===== config.mk =====
export PLATFORM = sky130hd
export DESIGN_NAME = counter_extend
export DESIGN_NICKNAME = d
export VERILOG_FILES = /design/src/rtl/counter_extend_pkg.sv /design/src/rtl/counter_extend_hs.sv /design/src/rtl/counter_extend.sv
export SDC_FILE = /design/constraint.sdc
export NUM_CORES = 1
export LEC_CHECK = 0
export ABC_AREA = 1
export BUFFER_PORTS_ARGS = -buffer_cell sky130_fd_sc_hd__buf_4
export CORE_MARGIN = 2
export CORE_UTILIZATION = 36
export CTS_BUF_LIST = sky130_fd_sc_hd__clkbuf_8
export CTS_CLUSTER_DIAMETER = 60
export DETAILED_ROUTE_END_ITERATION = 10
export PLACE_DENSITY_LB_ADDON = 0.1
export SLEW_MARGIN = 10
export SYNTH_ARGS = -nofsm -noshare
export SYNTH_HDL_FRONTEND = slang
export SYNTH_SLANG_ARGS = --single-unit
export TNS_END_PERCENT = 5

===== constraint.sdc =====
create_clock -name CLK -period 1.25 [get_ports CLK]
set_input_delay 0.0625 -clock CLK [delete_from_list [all_inputs] [get_ports CLK]]
set_output_delay 0.0625 -clock CLK [all_outputs]
set_load 0.005 [all_outputs]

===== src/rtl/counter_extend_pkg.sv =====
// Shared constants and snapshot layout for the Counter4 wrap-count extender.
// Snapshot is {hi, lo}: the wrap count on top of the raw 4-bit counter value.
package counter_extend_pkg;

  localparam int HI_W_DEF = 8;
  localparam int LO_W     = 4;

  typedef struct packed {
    logic [HI_W_DEF-1:0] hi;
    logic [LO_W-1:0]     lo;
  } snap_t;

  // On a wrap cycle the counter sits at 15; pinning lo keeps the snapshot monotonic.
  function automatic logic [LO_W-1:0] snap_lo(input logic cin, input logic [LO_W-1:0] i);
    return cin ? {LO_W{1'b1}} : i;
  endfunction

endpackage


===== src/rtl/counter_extend_hs.sv =====
// Valid/ready snapshot holding register; one-cycle load latency.
// Backpressure: VALID=1 with READY=0 holds data; a new capture then is dropped (drop_o with COUNTER_EXTEND_MISS_EN).
module counter_extend_hs #(
  parameter int W = 12
) (
  input  logic         clk,
  input  logic         rst,
  input  logic         cap_i,
  input  logic         rdy_i,
  input  logic [W-1:0] din_i,
`ifdef COUNTER_EXTEND_MISS_EN
  output logic         drop_o,
`endif
  output logic         vld_o,
  output logic [W-1:0] dat_o
);

  logic         vld_q, vld_d;
  logic [W-1:0] dat_q, dat_d;
  logic         accept;

  always_comb begin
    accept = cap_i && (!vld_q || rdy_i);
    vld_d  = vld_q;
    dat_d  = dat_q;
    if (accept) begin
      vld_d = 1'b1;
      dat_d = din_i;
    end else if (rdy_i) begin
      vld_d = 1'b0;
    end
  end

  always_ff @(posedge clk) begin
    if (rst) begin
      vld_q <= 1'b0;
      dat_q <= '0;
    end else begin
      vld_q <= vld_d;
      dat_q <= dat_d;
    end
  end

`ifdef COUNTER_EXTEND_MISS_EN
  assign drop_o = cap_i && vld_q && !rdy_i;
`endif
  assign vld_o = vld_q;
  assign dat_o = dat_q;

endmodule


===== src/rtl/counter_extend.sv =====
// Extends a 4-bit Counter4 with an HI_W-bit wrap count and a valid/ready snapshot port; MISS flag with COUNTER_EXTEND_MISS_EN.
// Latency: HI and snapshot update on the edge after CIN/CAPTURE. Backpressure: counting never stalls; captures while held are dropped.
module counter_extend
  import counter_extend_pkg::*;
#(
  parameter int HI_W = HI_W_DEF
) (
  input  logic                 CLK,
  input  logic                 RESET,
  input  logic                 CIN,
  input  logic [LO_W-1:0]      I,
  input  logic                 CAPTURE,
  input  logic                 READY,
`ifdef COUNTER_EXTEND_MISS_EN
  output logic                 MISS,
`endif
  output logic [HI_W-1:0]      HI,
  output logic                 VALID,
  output logic [HI_W+LO_W-1:0] O,
  output logic                 OVF
);

  logic [HI_W-1:0]      hi_q, hi_d;
  logic                 ovf_q, ovf_d;
  logic [HI_W+LO_W-1:0] snap_in;

  always_comb begin
    hi_d  = CIN ? hi_q + HI_W'(1) : hi_q;
    ovf_d = ovf_q || (CIN && (&hi_q));
  end

  always_ff @(posedge CLK) begin
    if (RESET) begin
      hi_q  <= '0;
      ovf_q <= 1'b0;
    end else begin
      hi_q  <= hi_d;
      ovf_q <= ovf_d;
    end
  end

  // Pre-increment HI is sampled, so a capture on the wrap cycle reads {HI, 15}.
  assign snap_in = {hi_q, snap_lo(CIN, I)};

`ifdef COUNTER_EXTEND_MISS_EN
  logic drop;
  logic miss_q, miss_d;

  always_comb begin
    miss_d = miss_q || drop;
  end

  always_ff @(posedge CLK) begin
    if (RESET) begin
      miss_q <= 1'b0;
    end else begin
      miss_q <= miss_d;
    end
  end

  assign MISS = miss_q;
`endif

  counter_extend_hs #(
    .W(HI_W + LO_W)
  ) u_hs (
    .clk    (CLK),
    .rst    (RESET),
    .cap_i  (CAPTURE),
    .rdy_i  (READY),
    .din_i  (snap_in),
`ifdef COUNTER_EXTEND_MISS_EN
    .drop_o (drop),
`endif
    .vld_o  (VALID),
    .dat_o  (O)
  );

  assign HI  = hi_q;
  assign OVF = ovf_q;

endmodule


# Word level (Yosys, flattened, before mapping)
# Index checks and enable logic that the tools add are counted.
[totals]
register_bits = 22
ramBits = 0
latchBits = 0
mem_bits_ro = 0
n_memories = 0
out_inout_bits = 22
in_bits = 9
[op_classes]
multipliers = 0
n_shift = 0
reduce_logical = 7
n_lt_le_gt_ge = 0
mux = 3
n_div = 0
add_sub_neg = 1
eq_ne = 0
bitwise_logic = 0
[op_table]
columns = ["op", "n"]
rows = [
  ["adder 8 x 1 -> 8 bit, second input constant", 1],
  ["AND reduction 8 bit", 1],
  ["two-way mux 4 bit", 1],
  ["logical AND 1 bit", 2],
  ["logical OR 1 bit", 2],
  ["two-way mux 1 bit", 2],
  ["nonzero test 2 bit", 1],
  ["zero test 1 bit", 1],
]

# Longest topological paths before layout
# Gate-level depths: netlist (run 1).
[logic_depth]
depth_word = 4
ltp_mapped = 6

# By module
# From an unflattened synthesis (run 1), not the netlist that was laid out.
[unflattened]
hier_cells = 155
hier_area_um2 = 1189.9
[by_module_without_submodules]
columns = ["mod", "cells_per_inst", "instances", "seq_area_each_um2", "area_each_um2"]
rows = [
  ["counter_extend_hs", 84, 1, 260.2, 656.9],
  ["counter_extend", 71, 1, 180.2, 533.0],
]

# Worst setup path before layout (run 1)
# Ideal clock, no wire load.
[synth_path]
path_type = "reg2reg"
start = "register hi_q[0] (netlist: HI[0])"
end = "register hi_q[6] (netlist: HI[6])"
n_path_buf = 0
stages_incl_launch_ff = 7
t_arrival_ps = 893
path_slack_ps = 242
setup_ps = 115
cell_sequence = "dfxtp_1 > ha_1 > nand2_2 > nor2_4 > nand3_1 > nand2_1 > nor2_1"
[synth_between]
elab_chain_cells = 1
[synth_rtl]
columns = ["element", "line", "text"]
rows = [
  ["start: declaration", "counter_extend.sv:23", "logic [HI_W-1:0] hi_q, hi_d;"],
  ["start signal: assignment", "counter_extend.sv:37", "hi_q <= hi_d;"],
  ["adder 8 x 1 -> 8 bit", "counter_extend.sv:28", "hi_d = CIN ? hi_q + HI_W'(1) : hi_q;"],
]
# Every way passes these cells.
# A chain may end at the register's enable or synchronous reset.

# Worst setup path after layout (run 1)
# Same ends and word-level chain as after synthesis.

==> flow_summary.json, run 1 <==
{
  "status": "completed",
  "fin_ws_ns": 0.132,
  "syn_nets": 135,
  "drt_iter0_markers": 12,
  "syn_to_final_growth_pct": 27.1,
  "vias": 815,
  "ios": 31,
  "fin_nets": 160,
  "hold_start": "I[1]",
  "die_w_um": 55.5,
  "maxCapViolations": 0,
  "cts_tree": "built",
  "dp_hpwl_mm": 1.46,
  "fin_area_um2": 1210,
  "use_met2": 0.192,
  "wire_per_inst_um": 11.2,
  "drive_above_1_share": 0.295,
  "firstDrtPassIters": 4,
  "drv_slew": 0,
  "crit_fanout": 5,
  "fillers": 265,
  "fmax_mhz": 894,
  "rsz0062_at_grt": "no",
  "met3_usage": 0.0422,
  "cts_buffer_depth": 2,
  "yosys_warnings": 0,
  "std_cell_rows": 18,
  "cts-htree-levels": 1,
  "place_ws_ns": 0.135,
  "detail-route-antenna-nets": 0,
  "antenna_found_initial": 0,
  "synth-seq-cells": 22,
  "setup_viol": 0,
  "cts_resized": 0,
  "power.density_nw_per_um2": 1190,
  "irDropWorstVdd_mv": 0.540,
  "syn_area_per_cell_um2": 7.65,
  "critPathLaunchType": "flip-flop",
  "grt_max_degree": 17,
  "io_buffers": 30,
  "clock_sinks": 22,
  "drc_errors": 0,
  "root_buffer": "clkbuf_8",
  "core_area_um2": 2500,
  "slowest_delay_ns": 0.42,
  "critical_path_class": "reg2reg",
  "cts_made_buffers": 3,
  "crit_chain": "ha_1 -> nand2_2 -> nor2_4 -> nand3_1 -> nand2_1 -> nor2_1",
  "leakage_nw": 0.563,
  "hold_violations": 0,
  "crit_start": "HI[0]",
  "r2r_start": "HI[0]",
  "grt_pass1_wl_mm": 3.22,
  "grt_pass1_vias": 708,
  "regToRegSetupSlack_ns": 0.13,
  "grt_util_met1": 0.174,
  "wl_mm": 2.00,
  "fin_tns_setup_ns": 0,
  "fin_crit_sh": 0.895,
  "worst_hold_path_type": "in2reg",
  "die_h_um": 55.5,
  "worstPathRequired_ns": 1.41,
  "worst_pin_slew_ns": 0.369,
  "grt_usage": 0.131,
  "dpl-instance-area_um2": 1150,
  "min_period_ns": 1.12,
  "grt_overflow": 0,
  "place_congestion": 0.786,
  "cp-end-kind": "flip-flop",
  "die_area_um2": 3080,
  "diodes": 0,
  "skew_ns": 0.00143,
  "yosysUniqueCellTypes": 16,
  "insertion_delay_ns": 0.26,
  "routed_via_density": 4.55,
  "arrival_ns": 1.27,
  "power.total_mw": 1.44,
  "clk_pin_slew_ns": 0.08,
  "synth_area_um2": 956,
  "relSlewSlack": 0.753,
  "floorplan.initialDensity": 0.382,
  "busiest_layer": "met2",
  "syn_inst": 125,
  "ys_seq_area_frac": 0.461,
  "cpMaxStageDelayCell": "dfxtp_1"
}
==> worst max-delay path: cells and delay by family (launching register included) <==
family | cells | cell delay [ns]
adder cells (fa/ha/maj) | 1 | 0.19
AND/OR/NAND/NOR | 5 | 0.41
flip-flops | 1 | 0.42
==> power breakdown <==
group | switching (mW) | leakage [nW] | internal (mW) | total [mW]
clock | 0.224 | 0.0288 | 0.280 | 0.504
combinational | 0.0838 | 0.354 | 0.0955 | 0.179
sequential | 0.0235 | 0.181 | 0.736 | 0.760
total | 0.331 | 0.563 | 1.11 | 1.44
==> cells by family (layout without fill, tap and decap cells) <==
kind of cell | count (synthesis) | after routing | synth area share
adders and majority gates | 1 | 1 | 0.0131
buffers and inverters | 22 | 46 | 0.136
and+or+nand+nor | 58 | 58 | 0.267
AOI/OAI and AO/OA | 22 | 22 | 0.123
DFF | 22 | 22 | 0.461
==> final timing paths <==
check | end | cells past startpoint
worst max-delay path | HI[6] | 6
worst min-delay path | u_hs.dat_o[1] | 3
worst max register to register | HI[6] | 6
worst min register to register | OVF | 2
==> placed cells by master (no fill, tap or decap) <==
master          n
dlygate4sd3_1   1
nor2_1         30
o21ai_0        14
nand3_2         1
ha_1            1
inv_1           9
a21oi_1         6
dfxtp_1        22
nor2_4          2
nor3_1          4
nand2_1        15
buf_4          31
a21oi_2         2
nand3_1         3
nand2_2         3
buf_12          1
clkbuf_8        4
==> routing by layer <==
layer,vias to the layer above,part of all wire
li1,431,-
met1,363,0.50
met2,19,0.43
met3,2,0.060
met4,0,0.0085
met5,-,0
==> what timing repair did <==
item                      in CTS  in global routing
hold endpoints to repair       2                  0
hold buffers                   1                  0
setup buffers                  0                  0
==> layout make-up <==
cell class              instances  area [um^2]  area share
inverters                       9         33.8      0.0278
repair buffers                 33          263       0.216
well taps                      30         37.5      0.0309
clock buffers                   4         55.1      0.0453
multi-input cells              81          385       0.317
flip-flops and latches         22          440       0.363
==> metrics by stage <==
stage / std cells / hold WS, ns / utilization
after floorplan: 125 / 0.125 / -
after global placement: 174 / 0.242 / 0.460
after detailed placement: 174 / 0.245 / 0.460
after CTS: 179 / 0.0322 / 0.486
after global routing: 179 / 0.0293 / 0.486
final: 179 / 0.0328 / 0.486
==> synth_stat cells <==
| master | count | area, um^2 |
|---|---|---|
| nor2_1 | 30 | 113 |
| buf_2 | 2 | 10.0 |
| buf_6 | 1 | 11.3 |
| ha_1 | 1 | 12.5 |
| nand3_1 | 3 | 15.0 |
| dfxtp_1 | 22 | 440 |
| a21oi_1 | 6 | 30.0 |
| nor3_1 | 4 | 20.0 |
| buf_4 | 10 | 75.1 |
| nor2_4 | 2 | 22.5 |
| nand2_2 | 3 | 18.8 |
| nand2_1 | 15 | 56.3 |
| a21oi_2 | 2 | 17.5 |
| o21ai_0 | 14 | 70.1 |
| inv_1 | 9 | 33.8 |
| nand3_2 | 1 | 10.0 |
==> state kept, by name, indices dropped and copies added, names as in the netlist <==
| register | flops |
|---|---|
| HI | 8 |
| OVF | 1 |
| u_hs.dat_o | 12 |
| u_hs.vld_o | 1 |
Power figures use the tool's default switching activity.
==> inputs of run 2 (changes only) <==
Settings changed: CORE_UTILIZATION 36 to 51.
==> run 2 against run 1 <==
  * Clock skew barely moved
  * Sequential power hardly changed
  * Worst hold slack gained 0.0042 ns
  * Setup slack improved by 0.018 ns
  * Final area fell by 2.7%
  * Clock-buffer cell count is 1 lower
  * Sequential cell count stayed put
  * Combinational power is 3% lower
  * Critical path depth decreased by 3
  * Clock power shrank 17%
==> flow_summary.json, run 2 (synthesized netlist as in run 1, its figures left out) <==
{
  "status": "completed",
  "post_cts_buffers": 0,
  "drc_errors": 0,
  "regToRegSetupSlack_ns": 0.15,
  "cts_buffer_depth": 2,
  "cp-end-kind": "flip-flop",
  "regToRegEndpoint": "u_hs.dat_o[2]",
  "drt_iter0_markers": 9,
  "die_area_um2": 2240,
  "clk_pin_slew_ns": 0.07,
  "wl_met1_um": 871,
  "io_buffers": 30,
  "dp_hpwl_mm": 1.36,
  "place_ws_ns": 0.154,
  "p_clk_frac": 0.310,
  "std_cell_rows": 15,
  "whs_ns": 0.0370,
  "cp-endpoint": "u_hs.dat_o[2]",
  "grt_max_degree": 13,
  "grt_overflow": 0,
  "relSlewSlack": 0.626,
  "die_h_um": 47.3,
  "layout_common_cells": "buf_4 (32), nor2_1 (30), dfxtp_1 (22), nand2_1 (15), o21ai_0 (14)",
  "reg2regPathDepth": 3,
  "fin_util": 0.677,
  "irDropWorstVdd_mv": 0.640,
  "antenna_found_initial": 0,
  "dr_wl_met2_um": 917,
  "detail-route-antenna-nets": 0,
  "route.met3.wl_um": 82,
  "setup_viol": 0,
  "internal_power_mw": 1.04,
  "worstPathRequired_ns": 1.44,
  "fillers": 152,
  "cts_tree": "built",
  "cts_made_buffers": 3,
  "fin_tns_setup_ns": 0,
  "place_congestion": 0.718,
  "cts-htree-levels": 1,
  "p_switching_mw": 0.310,
  "hold_violations": 0,
  "skew_ns": 0.00175,
  "drive_above_1_share": 0.291,
  "routed_via_density": 4.68,
  "largest_reg_flops": 12,
  "r2r_start": "u_hs.vld_o",
  "root_buffer": "clkbuf_8",
  "worst_hold_path_type": "in2reg",
  "wl_mm": 1.88,
  "worst_pin_slew_ns": 0.560,
  "grt_usage": 0.184,
  "fin_ws_ns": 0.150,
  "swShare": 0.229,
  "layout_commonest_cell": "buf_4",
  "fin_crit_sh": 0.880,
  "seqPwrFrac": 0.562,
  "floorplan.initialDensity": 0.548,
  "maxCapViolations": 0,
  "die_w_um": 47.3,
  "diodes": 0,
  "firstDrtPassIters": 4,
  "vias": 809,
  "critical_path_class": "reg2reg",
  "crit_start": "u_hs.vld_o",
  "grt_pass1_vias": 655,
  "syn_to_final_growth_pct": 23.7,
  "insertion_delay_ns": 0.25,
  "grt_pass1_wl_mm": 2.90,
  "clock_sinks": 22,
  "top_layer_used": "met4",
  "crit_fanout": 12,
  "wire_per_inst_um": 10.9,
  "ios": 31,
  "fmax_mhz": 909,
  "critPathLaunchType": "flip-flop",
  "power.density_nw_per_um2": 1140,
  "leakage_nw": 0.551,
  "fin_nets": 160,
  "rsz0062_at_grt": "no",
  "core_area_um2": 1750,
  "min_period_ns": 1.10,
  "drv_slew": 0,
  "arrival_ns": 1.29,
  "p_comb_frac": 0.128,
  "power.total_mw": 1.35
}
==> run 2: cell type report <==
class	count	area [um^2]	area share
clock buffers	3	41.3	0.0349
repair buffers	33	250	0.212
flip-flops and latches	22	440	0.372
multi-input cells	81	385	0.326
inverters	9	33.8	0.0286
well taps	25	31.3	0.0265
==> run 2: worst min path at each step <==
stage | start | end | slack, ns | cells past startpoint
after floorplan | RESET | OVF | 0.12 | 1
after global placement | RESET | OVF | 0.24 | 2
after detailed placement | RESET | OVF | 0.24 | 2
after CTS | I[2] | u_hs.dat_o[2] | 0.03 | 3
after global routing | I[2] | u_hs.dat_o[2] | 0.05 | 3
final | I[2] | u_hs.dat_o[2] | 0.04 | 3
==> run 2: power groups by stage <==
stage	clock [mW]	combinational [mW]	sequential, mW
finish	0.419	0.173	0.760
global route	0.460	0.197	0.764
CTS	0.438	0.175	0.760
detailed placement	0	0.171	0.776
global placement	0	0.169	0.775
floorplan	0	0.0946	0.776
==> run 2: routing by layer <==
layer  vias to the layer above  track usage
met5                         -            0
met4                         0       0.0500
met3                         2       0.0346
met2                        17        0.303
met1                       356        0.246
li1                        434            -
==> run 2: critical path, stage by stage, from the launching register on <==
cell and delay, ns:
dfxtp_1 0.33, a21oi_2 0.46, o21ai_0 0.15, nor2_1 0.10
==> run 2: metrics by stage <==
step                instances  area [um^2]
detailed placement        169         1130
floorplan                 125          956
CTS                       173         1180
global route              173         1180
finish                    173         1180
global placement          169         1130
==> run 2: repair_timing <==
action,4_1_cts,5_1_grt
gates resized for setup,0,0
endpoints found under the hold margin,2,0
hold buffers,1,0
setup endpoints to repair,0,0
